**config.mk**
```make
export PLATFORM = sky130hd
export DESIGN_NAME = uart_rx_flat
export DESIGN_NICKNAME = d
export VERILOG_FILES = /design/src/rtl/uart_rx_pkg.sv /design/src/rtl/uart_rx_if.sv /design/src/rtl/uart_rx_sync.sv /design/src/rtl/uart_rx.sv /design/src/flat_wrapper.sv
export SDC_FILE = /design/constraint.sdc
export NUM_CORES = 1
export LEC_CHECK = 0
export CORE_UTILIZATION = 51
export DETAILED_ROUTE_END_ITERATION = 7
export PLACE_DENSITY_LB_ADDON = 0.25
export SLEW_MARGIN = 20
export SYNTH_ARGS = -nofsm -noshare
export SYNTH_HDL_FRONTEND = slang
export SYNTH_SLANG_ARGS = --single-unit
```
**constraint.sdc**
```tcl
create_clock -name clk -period 1.8 [get_ports clk]
set_clock_uncertainty 0.1 [all_clocks]
set_input_delay 0.45 -clock clk [delete_from_list [all_inputs] [get_ports clk]]
set_output_delay 0.45 -clock clk [all_outputs]
set_load 0.03 [all_outputs]
```
**src/rtl/uart_rx_pkg.sv**
```systemverilog
// Shared definitions for the 8N1 UART receiver: FSM encoding (common with uart_tx)
// and frame geometry.
package uart_rx_pkg;

    typedef enum logic [1:0] {
        StStart = 2'b00,
        StData  = 2'b01,
        StStop  = 2'b10,
        StIdle  = 2'b11
    } uart_state_e;

    localparam int unsigned DataBits = 8;

    // Baud counter width; never narrower than one bit for degenerate rates.
    function automatic int unsigned cnt_width(input int unsigned clks);
        return (clks > 2) ? $clog2(clks) : 1;
    endfunction

endpackage

```
**src/rtl/uart_rx_if.sv**
```systemverilog
// Serial-in / parallel-out bundle for uart_rx. The slave modport is the receiver side;
// the master modport drives the line and consumes the received bytes.
interface uart_rx_if;
    import uart_rx_pkg::*;

    logic                rx;
    logic [DataBits-1:0] data;
    logic                valid;
    logic                frame_err;

    modport master (output rx, input data, input valid, input frame_err);
    modport slave  (input rx, output data, output valid, output frame_err);

endinterface

```
**src/rtl/uart_rx_sync.sv**
```systemverilog
// N-flop synchronizer for an asynchronous level input; resets to 1 (idle line).
// N must be at least 2.
module uart_rx_sync #(
    parameter int unsigned N = 2
) (
    input  logic clk,
    input  logic rst,
    input  logic i_d,
    output logic o_q
);

    logic [N-1:0] r_sync;

    always_ff @(posedge clk or posedge rst) begin
        if (rst) begin
            r_sync <= '1;
        end else begin
            r_sync <= {r_sync[N-2:0], i_d};
        end
    end

    assign o_q = r_sync[N-1];

endmodule

```
**src/rtl/uart_rx.sv**
```systemverilog
// 8N1 UART receiver: falling-edge start detect, mid-bit sampling, one-cycle valid or
// frame_err strobe per frame.
module uart_rx
    import uart_rx_pkg::*;
#(
    parameter int unsigned BAUD = 115200,
    parameter int unsigned F    = 50000000
) (
    input logic       clk,
    input logic       rst,
    uart_rx_if.slave  io_bus
);

    localparam int unsigned CLKS_PER_BIT = F / BAUD;
    localparam int unsigned HALF_BIT     = CLKS_PER_BIT / 2;
    localparam int unsigned CNT_W        = cnt_width(CLKS_PER_BIT);

    localparam logic [CNT_W-1:0] CntHalf = CNT_W'(HALF_BIT - 1);
    localparam logic [CNT_W-1:0] CntFull = CNT_W'(CLKS_PER_BIT - 1);

    logic                w_rx_s;
    logic                r_rx_prev;
    logic                w_fall;
    logic                w_half_tick;
    logic                w_bit_tick;

    uart_state_e         r_state;
    uart_state_e         w_state_next;

    logic [CNT_W-1:0]    r_cnt;
    logic [2:0]          r_bit_idx;
    logic [DataBits-1:0] r_shift;
    logic [DataBits-1:0] r_data;
    logic                r_valid;
    logic                r_frame_err;

    logic                w_cnt_clr;
    logic                w_idx_clr;
    logic                w_shift_en;
    logic                w_valid_d;
    logic                w_frame_err_d;

    uart_rx_sync #(
        .N (2)
    ) u_sync (
        .clk (clk),
        .rst (rst),
        .i_d (io_bus.rx),
        .o_q (w_rx_s)
    );

    always_ff @(posedge clk or posedge rst) begin
        if (rst) begin
            r_rx_prev <= 1'b1;
        end else begin
            r_rx_prev <= w_rx_s;
        end
    end

    // A held-low line (break) never produces an edge, so it cannot re-trigger.
    assign w_fall      = r_rx_prev & ~w_rx_s;
    assign w_half_tick = (r_cnt == CntHalf);
    assign w_bit_tick  = (r_cnt == CntFull);

    always_ff @(posedge clk or posedge rst) begin
        if (rst) begin
            r_state <= StIdle;
        end else begin
            r_state <= w_state_next;
        end
    end

    always_comb begin
        w_state_next = r_state;
        case (r_state)
            StIdle:  if (w_fall) w_state_next = StStart;
            StStart: if (w_half_tick) w_state_next = w_rx_s ? StIdle : StData;
            StData:  if (w_bit_tick && (r_bit_idx == 3'd7)) w_state_next = StStop;
            StStop:  if (w_bit_tick) w_state_next = StIdle;
            default: w_state_next = StIdle;
        endcase
    end

    always_comb begin
        w_cnt_clr     = 1'b0;
        w_idx_clr     = 1'b0;
        w_shift_en    = 1'b0;
        w_valid_d     = 1'b0;
        w_frame_err_d = 1'b0;
        case (r_state)
            StIdle: begin
                w_cnt_clr = 1'b1;
            end
            StStart: begin
                if (w_half_tick) begin
                    w_cnt_clr = 1'b1;
                    w_idx_clr = 1'b1;
                end
            end
            StData: begin
                if (w_bit_tick) begin
                    w_cnt_clr  = 1'b1;
                    w_shift_en = 1'b1;
                end
            end
            StStop: begin
                if (w_bit_tick) begin
                    w_cnt_clr     = 1'b1;
                    w_valid_d     = w_rx_s;
                    w_frame_err_d = ~w_rx_s;
                end
            end
            default: begin
                w_cnt_clr = 1'b1;
            end
        endcase
    end

    always_ff @(posedge clk or posedge rst) begin
        if (rst) begin
            r_cnt       <= '0;
            r_bit_idx   <= '0;
            r_shift     <= '0;
            r_data      <= '0;
            r_valid     <= 1'b0;
            r_frame_err <= 1'b0;
        end else begin
            r_cnt <= w_cnt_clr ? '0 : r_cnt + CNT_W'(1);
            if (w_idx_clr) begin
                r_bit_idx <= '0;
            end else if (w_shift_en) begin
                r_bit_idx <= r_bit_idx + 3'd1;
            end
            // LSB arrives first, so shifting right leaves bit 0 at the bottom after 8 samples.
            if (w_shift_en) begin
                r_shift <= {w_rx_s, r_shift[DataBits-1:1]};
            end
            if (w_valid_d) begin
                r_data <= r_shift;
            end
            r_valid     <= w_valid_d;
            r_frame_err <= w_frame_err_d;
        end
    end

    assign io_bus.data      = r_data;
    assign io_bus.valid     = r_valid;
    assign io_bus.frame_err = r_frame_err;

endmodule

```
**src/flat_wrapper.sv**
```systemverilog
// flat-port wrapper written by rule: the top's interface ports become plain ports
module uart_rx_flat import uart_rx_pkg::*;
#(
    parameter int unsigned BAUD = 115200,
    parameter int unsigned F    = 50000000
)
  (clk, rst, io_bus_rx, io_bus_data, io_bus_valid, io_bus_frame_err);
  uart_rx_if io_bus_i ();
  input logic clk;
  input logic rst;
  input wire logic [$bits(io_bus_i.rx)-1:0] io_bus_rx;
  output wire logic [$bits(io_bus_i.data)-1:0] io_bus_data;
  output wire logic [$bits(io_bus_i.valid)-1:0] io_bus_valid;
  output wire logic [$bits(io_bus_i.frame_err)-1:0] io_bus_frame_err;
  assign io_bus_i.rx = io_bus_rx;
  assign io_bus_data = io_bus_i.data;
  assign io_bus_valid = io_bus_i.valid;
  assign io_bus_frame_err = io_bus_i.frame_err;
  uart_rx #(.BAUD(BAUD), .F(F)) u_core (.clk(clk), .rst(rst), .io_bus(io_bus_i));
endmodule
```
==> results.cfg, run 1 <==
[outcome]
status = finished with violations
failed_checks = setup timing

[synth]
ys_warn_count = 0
ys_ff_latch = 35
syn_area_um2 = 1650
seq_area_frac_synth_pct = 53.4
synthesis.nets = 146
synth_cells = 133
synthDistinctLibCells = 27
syn_avg_cell_area_um2 = 12.4

[critical_path]
critPathMaxFanout = 11
critPathLaunchType = register
ff2ff_path_depth = 5
rrSetupSlack_ns = -0.04
critPathKind = register to register
r2r-start = u_core.r_cnt[1]
critPathRequiredTime_ns = 1.95
rr_endpoint = u_core.r_shift[3]
crit_arrival_ns = 1.99
end_kind = register

[clock_tree]
insertion_delay_ns = 0.35
tritoncts = built
root_buffer = clkbuf_4
clockBufferDepth = 2
clkSinkCount = 35
htree_levels = 2
cts.clk_slew.worst_paths_ns = 0.11
cts_hold_buf = 0
cts_buffers = 5

[finish]
fill_cells = 251
utilization_pct = 65.9
syn_to_final_growth_pct = 21.8
nets = 176
ff_latch_area_um2 = 882
final_layout_size_suffix_gt1_share_pct = 32.3
multi_input_area_um2 = 731
antenna_cells = 0

[grt]
grt_max_degree = 36
grt_overflow_total = 0
grt_pass1_wl_um = 4840
antenna_found_initial = 0
grt_pass1_vias = 1034
grt.total_usage_pct = 19.5

[sta]
setup_viol = 12
drv_slew = 0
max_freq_ghz = 0.543
min_period_ns = 1.84
slew_headroom_pct = 75.9
setup_ws_ns = -0.0426
hold_viol_final = 0
tightest_slew_ns = 0.359
rsz0062_at_grt = true
finalCritPeriodShare_pct = 102

[routing]
drc = 0
first_pass_iters = 7
drt_wl_total_um = 2740
viasPerCell = 5.01
avgRoutedWirePerCell_um = 13.2
antenna_left = 0
drt_iter0_markers = 33
num_vias = 1043

[worst_hold_path]
min_path_cells = 0
whs_endpoint = u_core.u_sync.r_sync[1]
hp-start = u_core.u_sync.r_sync[0]
hold_path_class = register to register

[power]
total_power_w = 0.00129
peakVddDrop_mv = 0.539
leakage_nw = 1.03
p_per_area_nw_per_um2 = 644

[floorplan]
core_um2 = 3050
fp.dieW_um = 58.9
rows = 20
die_y_um = 58.9
start_util_pct = 54.1
die_area_um2 = 3470
io_pins = 13

[flow_run]
maxCapViolCount = 0

[place]
place_hpwl_um = 1950
gp_congestion = 0.769
portBuffers = 12
[metal layers]
metal / part of all wire, % / track usage, % / routed length [um] / vias to the layer above
li1: - / - / - / 510
met1: 43 / 23.7 / 1190 / 497
met2: 50 / 31.7 / 1380 / 31
met3: 4.5 / 6.59 / 122 / 5
met4: 1.9 / 8.16 / 51 / 0
met5: 0 / 0 / 0 / -
[state kept, by name, summed over array words and instances (netlist names)]
signal                   count
u_core.io_bus.valid          1
u_core.r_cnt                 9
u_core.r_rx_prev             1
u_core.io_bus.data           8
u_core.r_shift               8
u_core.r_bit_idx             3
u_core.io_bus.frame_err      1
u_core.r_state               2
u_core.u_sync.r_sync         2
[cells in the mapped netlist]
cell | instances | area (um^2)
dfrtp_1 | 30 | 751
nor2_1 | 14 | 52.6
inv_1 | 12 | 45.0
ha_1 | 10 | 125
mux2_2 | 9 | 101
mux2_4 | 7 | 105
nand2_1 | 7 | 26.3
nand3_1 | 6 | 30.0
dfstp_2 | 5 | 131
xnor2_1 | 5 | 43.8
a21oi_1 | 4 | 20.0
o21ai_0 | 3 | 15.0
xor2_1 | 3 | 26.3
nand4_1 | 2 | 12.5
nand4b_1 | 2 | 17.5
nor3_1 | 2 | 10.0
o2bb2ai_1 | 2 | 17.5
a211o_1 | 1 | 8.76
buf_4 | 1 | 7.51
buf_6 | 1 | 11.3
nand3_2 | 1 | 10.0
nand4bb_4 | 1 | 27.5
nor2_2 | 1 | 6.26
nor3_4 | 1 | 16.3
o31ai_1 | 1 | 7.51
or3_4 | 1 | 11.3
or4b_4 | 1 | 13.8
[metrics by stage]
stage	worst slack [ns]	area [um^2]	setup TNS, ns	cells	hold WS [ns]
after global placement	0.00413	1930	0	198	0.248
after detailed placement	-0.0248	1930	-0.270	198	0.252
final	-0.0426	2010	-0.250	208	0.268
after floorplan	0.0126	1660	0	133	0.245
after CTS	-0.0238	2000	-0.119	207	0.268
after global routing	-0.0838	2010	-1.36	208	0.275
[cell type report]
class | instances | area share (%)
well taps | 44 | 2.74
multi-input cells | 84 | 36.3
clock buffers | 6 | 2.55
inverters | 12 | 2.24
clock inverters | 2 | 0.809
repair buffers | 25 | 11.4
flip-flops and latches | 35 | 43.9
[logic make-up after synthesis]
family          synth area share [%]
compound gates                  4.17
flops                           53.4
simple gates                    14.2
buf+inv                         3.87
xor+xnor                        4.25
mux                             12.5
fa+ha+maj                       7.58
[worst max-delay path, cell delays in order, from the launching register on]
cell and delay, ns:
dfrtp_1 0.40, inv_2 0.07, ha_1 0.14, nand4b_1 0.20
or3_4 0.49, mux2_4 0.33
[layout by cell type, fill, tap and decap left out, drive strengths merged, types with 4 or more instances in the layout]
cell | Yosys | routed
dfrtp | 30 | 30
mux2 | 16 | 16
nor2 | 15 | 15
buf | 2 | 13
inv | 12 | 12
dlygate4sd2 | 0 | 10
ha | 10 | 10
nand2 | 7 | 7
nand3 | 7 | 7
clkbuf | 0 | 6
xnor2 | 5 | 5
dfstp | 5 | 5
a21oi | 4 | 4
[where the power goes]
group          switching (W)  internal (W)  leakage [nW]
Sequential        0.00000382      0.000792         0.457
Combinational      0.0000168    0.00000936         0.534
Clock               0.000280      0.000192        0.0345
Total               0.000300      0.000994          1.03
[worst max-delay path by stage]
| stage | cells past startpoint | end | slack [ns] | from |
|---|---|---|---|---|
| after floorplan | 5 | u_core.r_shift[0] | 0.01 | u_core.r_state[0] |
| after global placement | 6 | u_core.io_bus.data[7] | 0.004 | u_core.r_cnt[1] |
| after detailed placement | 6 | u_core.r_state[0] | -0.02 | u_core.r_cnt[0] |
| after CTS | 5 | u_core.r_shift[5] | -0.02 | u_core.r_cnt[1] |
| after global routing | 5 | u_core.r_shift[5] | -0.08 | u_core.r_cnt[1] |
| final | 5 | u_core.r_shift[3] | -0.04 | u_core.r_cnt[1] |
[repair_timing]
item | CTS | global route
gates resized for setup | 15 | 1
pin swaps | 2 | 0
setup buffers | 1 | 1
endpoints found under the setup margin | 29 | 27
(Power assumes the default switching activity.)
==> run 2: changes to the inputs <==
==> constraint.sdc (replaced) <==
create_clock -name clk -period 2.3 [get_ports clk]
set_clock_uncertainty 0.1 [all_clocks]
set_input_delay 0.575 -clock clk [delete_from_list [all_inputs] [get_ports clk]]
set_output_delay 0.575 -clock clk [all_outputs]
set_load 0.03 [all_outputs]
==> results.cfg, run 2 (synthesis gave the netlist of run 1 again) <==
[place]
dp.cells = 188
place_ws_ns = 0.370
gp_congestion = 0.717
place_hpwl_um = 1940
portBuffers = 12

[power]
intPower_w = 0.000854
peakVddDrop_mv = 0.521
switching_power_w = 0.000219
netSwitchingFraction_pct = 20.4
power.share.sequential_pct = 58.0
combinationalPowerShare_pct = 1.6
p_per_area_nw_per_um2 = 567
leakage_nw = 0.910
clock_power_share_pct = 40.4

[floorplan]
fp.dieW_um = 58.9
start_util_pct = 54.1
die_area_um2 = 3470
die_y_um = 58.9
core_um2 = 3050
rows = 20
io_pins = 13

[routing]
highest_layer = met4
avgRoutedWirePerCell_um = 13.3
antenna_left = 0
wl_met3_um = 105
num_vias = 992
viasPerCell = 5.06
drt_iter0_markers = 41
drt_wl_total_um = 2610
first_pass_iters = 4
dr_wl_met2_um = 1370
drc = 0
wl_met1_um = 1090

[clock_tree]
insertion_delay_ns = 0.35
post_cts.repair.setup_buffers = 0
cts_buffers = 5
cts.clk_slew.worst_paths_ns = 0.11
tritoncts = built
cts_hold_buf = 0
root_buffer = clkbuf_4
clkSinkCount = 35
htree_levels = 2
post_cts_resized = 0
clockBufferDepth = 2

[critical_path]
critPathBufInv = 1
crit_path_top_delay_cell = clkdlybuf4s50_1
critPathMaxFanout = 2
end_kind = primary output
critPathRequiredTime_ns = 1.62
crit_path_max_incr_delay_ns = 0.67
critPathKind = register to primary output
critical-path-top-delay-family = buffers and inverters
critPathLaunchType = register
crit_arrival_ns = 1.39
crit_chain = clkdlybuf4s50_1

[sta]
slew_headroom_pct = 70.6
setup_viol = 0
tightest_slew_ns = 0.437
max_freq_ghz = 0.483
rsz0062_at_grt = false
drv_slew = 0
finalCritPeriodShare_pct = 90.0
setup_ws_ns = 0.231
hold_viol_final = 0
min_period_ns = 2.07
finalSetupTns_ns = 0

[finish]
syn_to_final_growth_pct = 14.7
largest_register_ffs = 9
final_common_cell = dfrtp_1
nets = 164
final_cell_mix = dfrtp_1, nor2_1, inv_1, clkdlybuf4s50_1, ha_1
final_layout_size_suffix_gt1_share_pct = 23.0
largest-register = u_core.r_cnt
antenna_cells = 0
fin_cells = 196

[grt]
grt_pass1_wl_um = 4550
antenna_found_initial = 0
grt_overflow_total = 0
grt_pass1_vias = 1019
grt_max_degree = 36
grt.total_usage_pct = 18.6

[outcome]
status = finished clean

[worst_hold_path]
hold_path_class = register to register

[flow_run]
maxCapViolCount = 0
-- run 2: cell types whose count changed in the layout (fill, tap and decap cells not counted), moves of 2 or more --
| cell | previous run | this run |
|---|---|---|
| dlygate4sd2_1 | 10 | 0 |
| inv_1 | 10 | 12 |
| inv_2 | 2 | 0 |
| buf_12 | 2 | 0 |
| clkdlybuf4s50_1 | 2 | 12 |
| buf_4 | 11 | 1 |
-- run 2: final timing paths --
check,start,end,slack [ns],cells past startpoint
setup reg to reg,u_core.r_cnt[0],u_core.r_cnt[5],0.34,6
hold / removal,u_core.u_sync.r_sync[0],u_core.u_sync.r_sync[1],0.26,0
setup / recovery,u_core.io_bus.data[4],io_bus_data[4],0.23,1
max in group asynchronous,rst,u_core.r_rx_prev,1.25,3
hold reg to reg,u_core.u_sync.r_sync[0],u_core.u_sync.r_sync[1],0.26,0
min in group asynchronous,rst,u_core.r_shift[5],0.50,3
-- run 2: final cells by class --
type,instances,area [um^2]
fill,266,1160
sequential,35,882
multi-input combinational,84,704
timing repair buffer,13,128
tap,44,55.1
inverter,12,45.0
clock buffer,6,41.3
clock inverter,2,37.5
-- run 2: power groups by stage --
stage                     logic (W)  clock network, W  registers [W]
final                     0.0000168          0.000433       0.000623
after global routing      0.0000201          0.000476       0.000623
after CTS                 0.0000180          0.000447       0.000623
after detailed placement  0.0000179                 0       0.000634
after global placement    0.0000177                 0       0.000634
after floorplan           0.0000102                 0       0.000633
-- run 2: per-stage QoR --
step                cell area (um^2)  power, W  hold slack, ns  util, %
global route                    1890   0.00112           0.273     62.0
floorplan                       1650  0.000643           0.245        -
detailed placement              1810  0.000652           0.251     59.4
CTS                             1890   0.00109           0.267     62.0
global placement                1810  0.000652           0.248     59.4
finish                          1890   0.00107           0.264     62.0
-- run 2: layer usage --
layer  up-vias  global-route usage, %
met3         5                   7.25
met4         0                   8.50
li1        483                      -
met5         -                      0
met2        18                   31.2
met1       486                   20.8
==> run 3: changes to the inputs <==
--- a/config.mk
+++ b/config.mk
@@ -5,6 +5,7 @@
 export SDC_FILE = /design/constraint.sdc
 export NUM_CORES = 1
 export LEC_CHECK = 0
+export CAP_MARGIN = 10
 export CORE_UTILIZATION = 51
 export DETAILED_ROUTE_END_ITERATION = 7
 export PLACE_DENSITY_LB_ADDON = 0.25
==> constraint.sdc (replaced) <==
create_clock -name clk -period 2.3 [get_ports clk]
set_clock_uncertainty 0.1 [all_clocks]
set_input_delay 0.345 -clock clk [delete_from_list [all_inputs] [get_ports clk]]
set_output_delay 0.345 -clock clk [all_outputs]
set_load 0.03 [all_outputs]
==> results of run 3 <==
The final DEF is identical to that of run 2. Status: finished clean.
Main changes from that run: clock-pin slew on the worst setup and hold paths 0.11 ns -> 0.10 ns; setup slack after layout 0.231 ns -> 0.337 ns; start point of the critical path u_core.io_bus.data[4] -> u_core.r_cnt[0]; end point of the critical path io_bus_data[4] -> u_core.r_cnt[5]
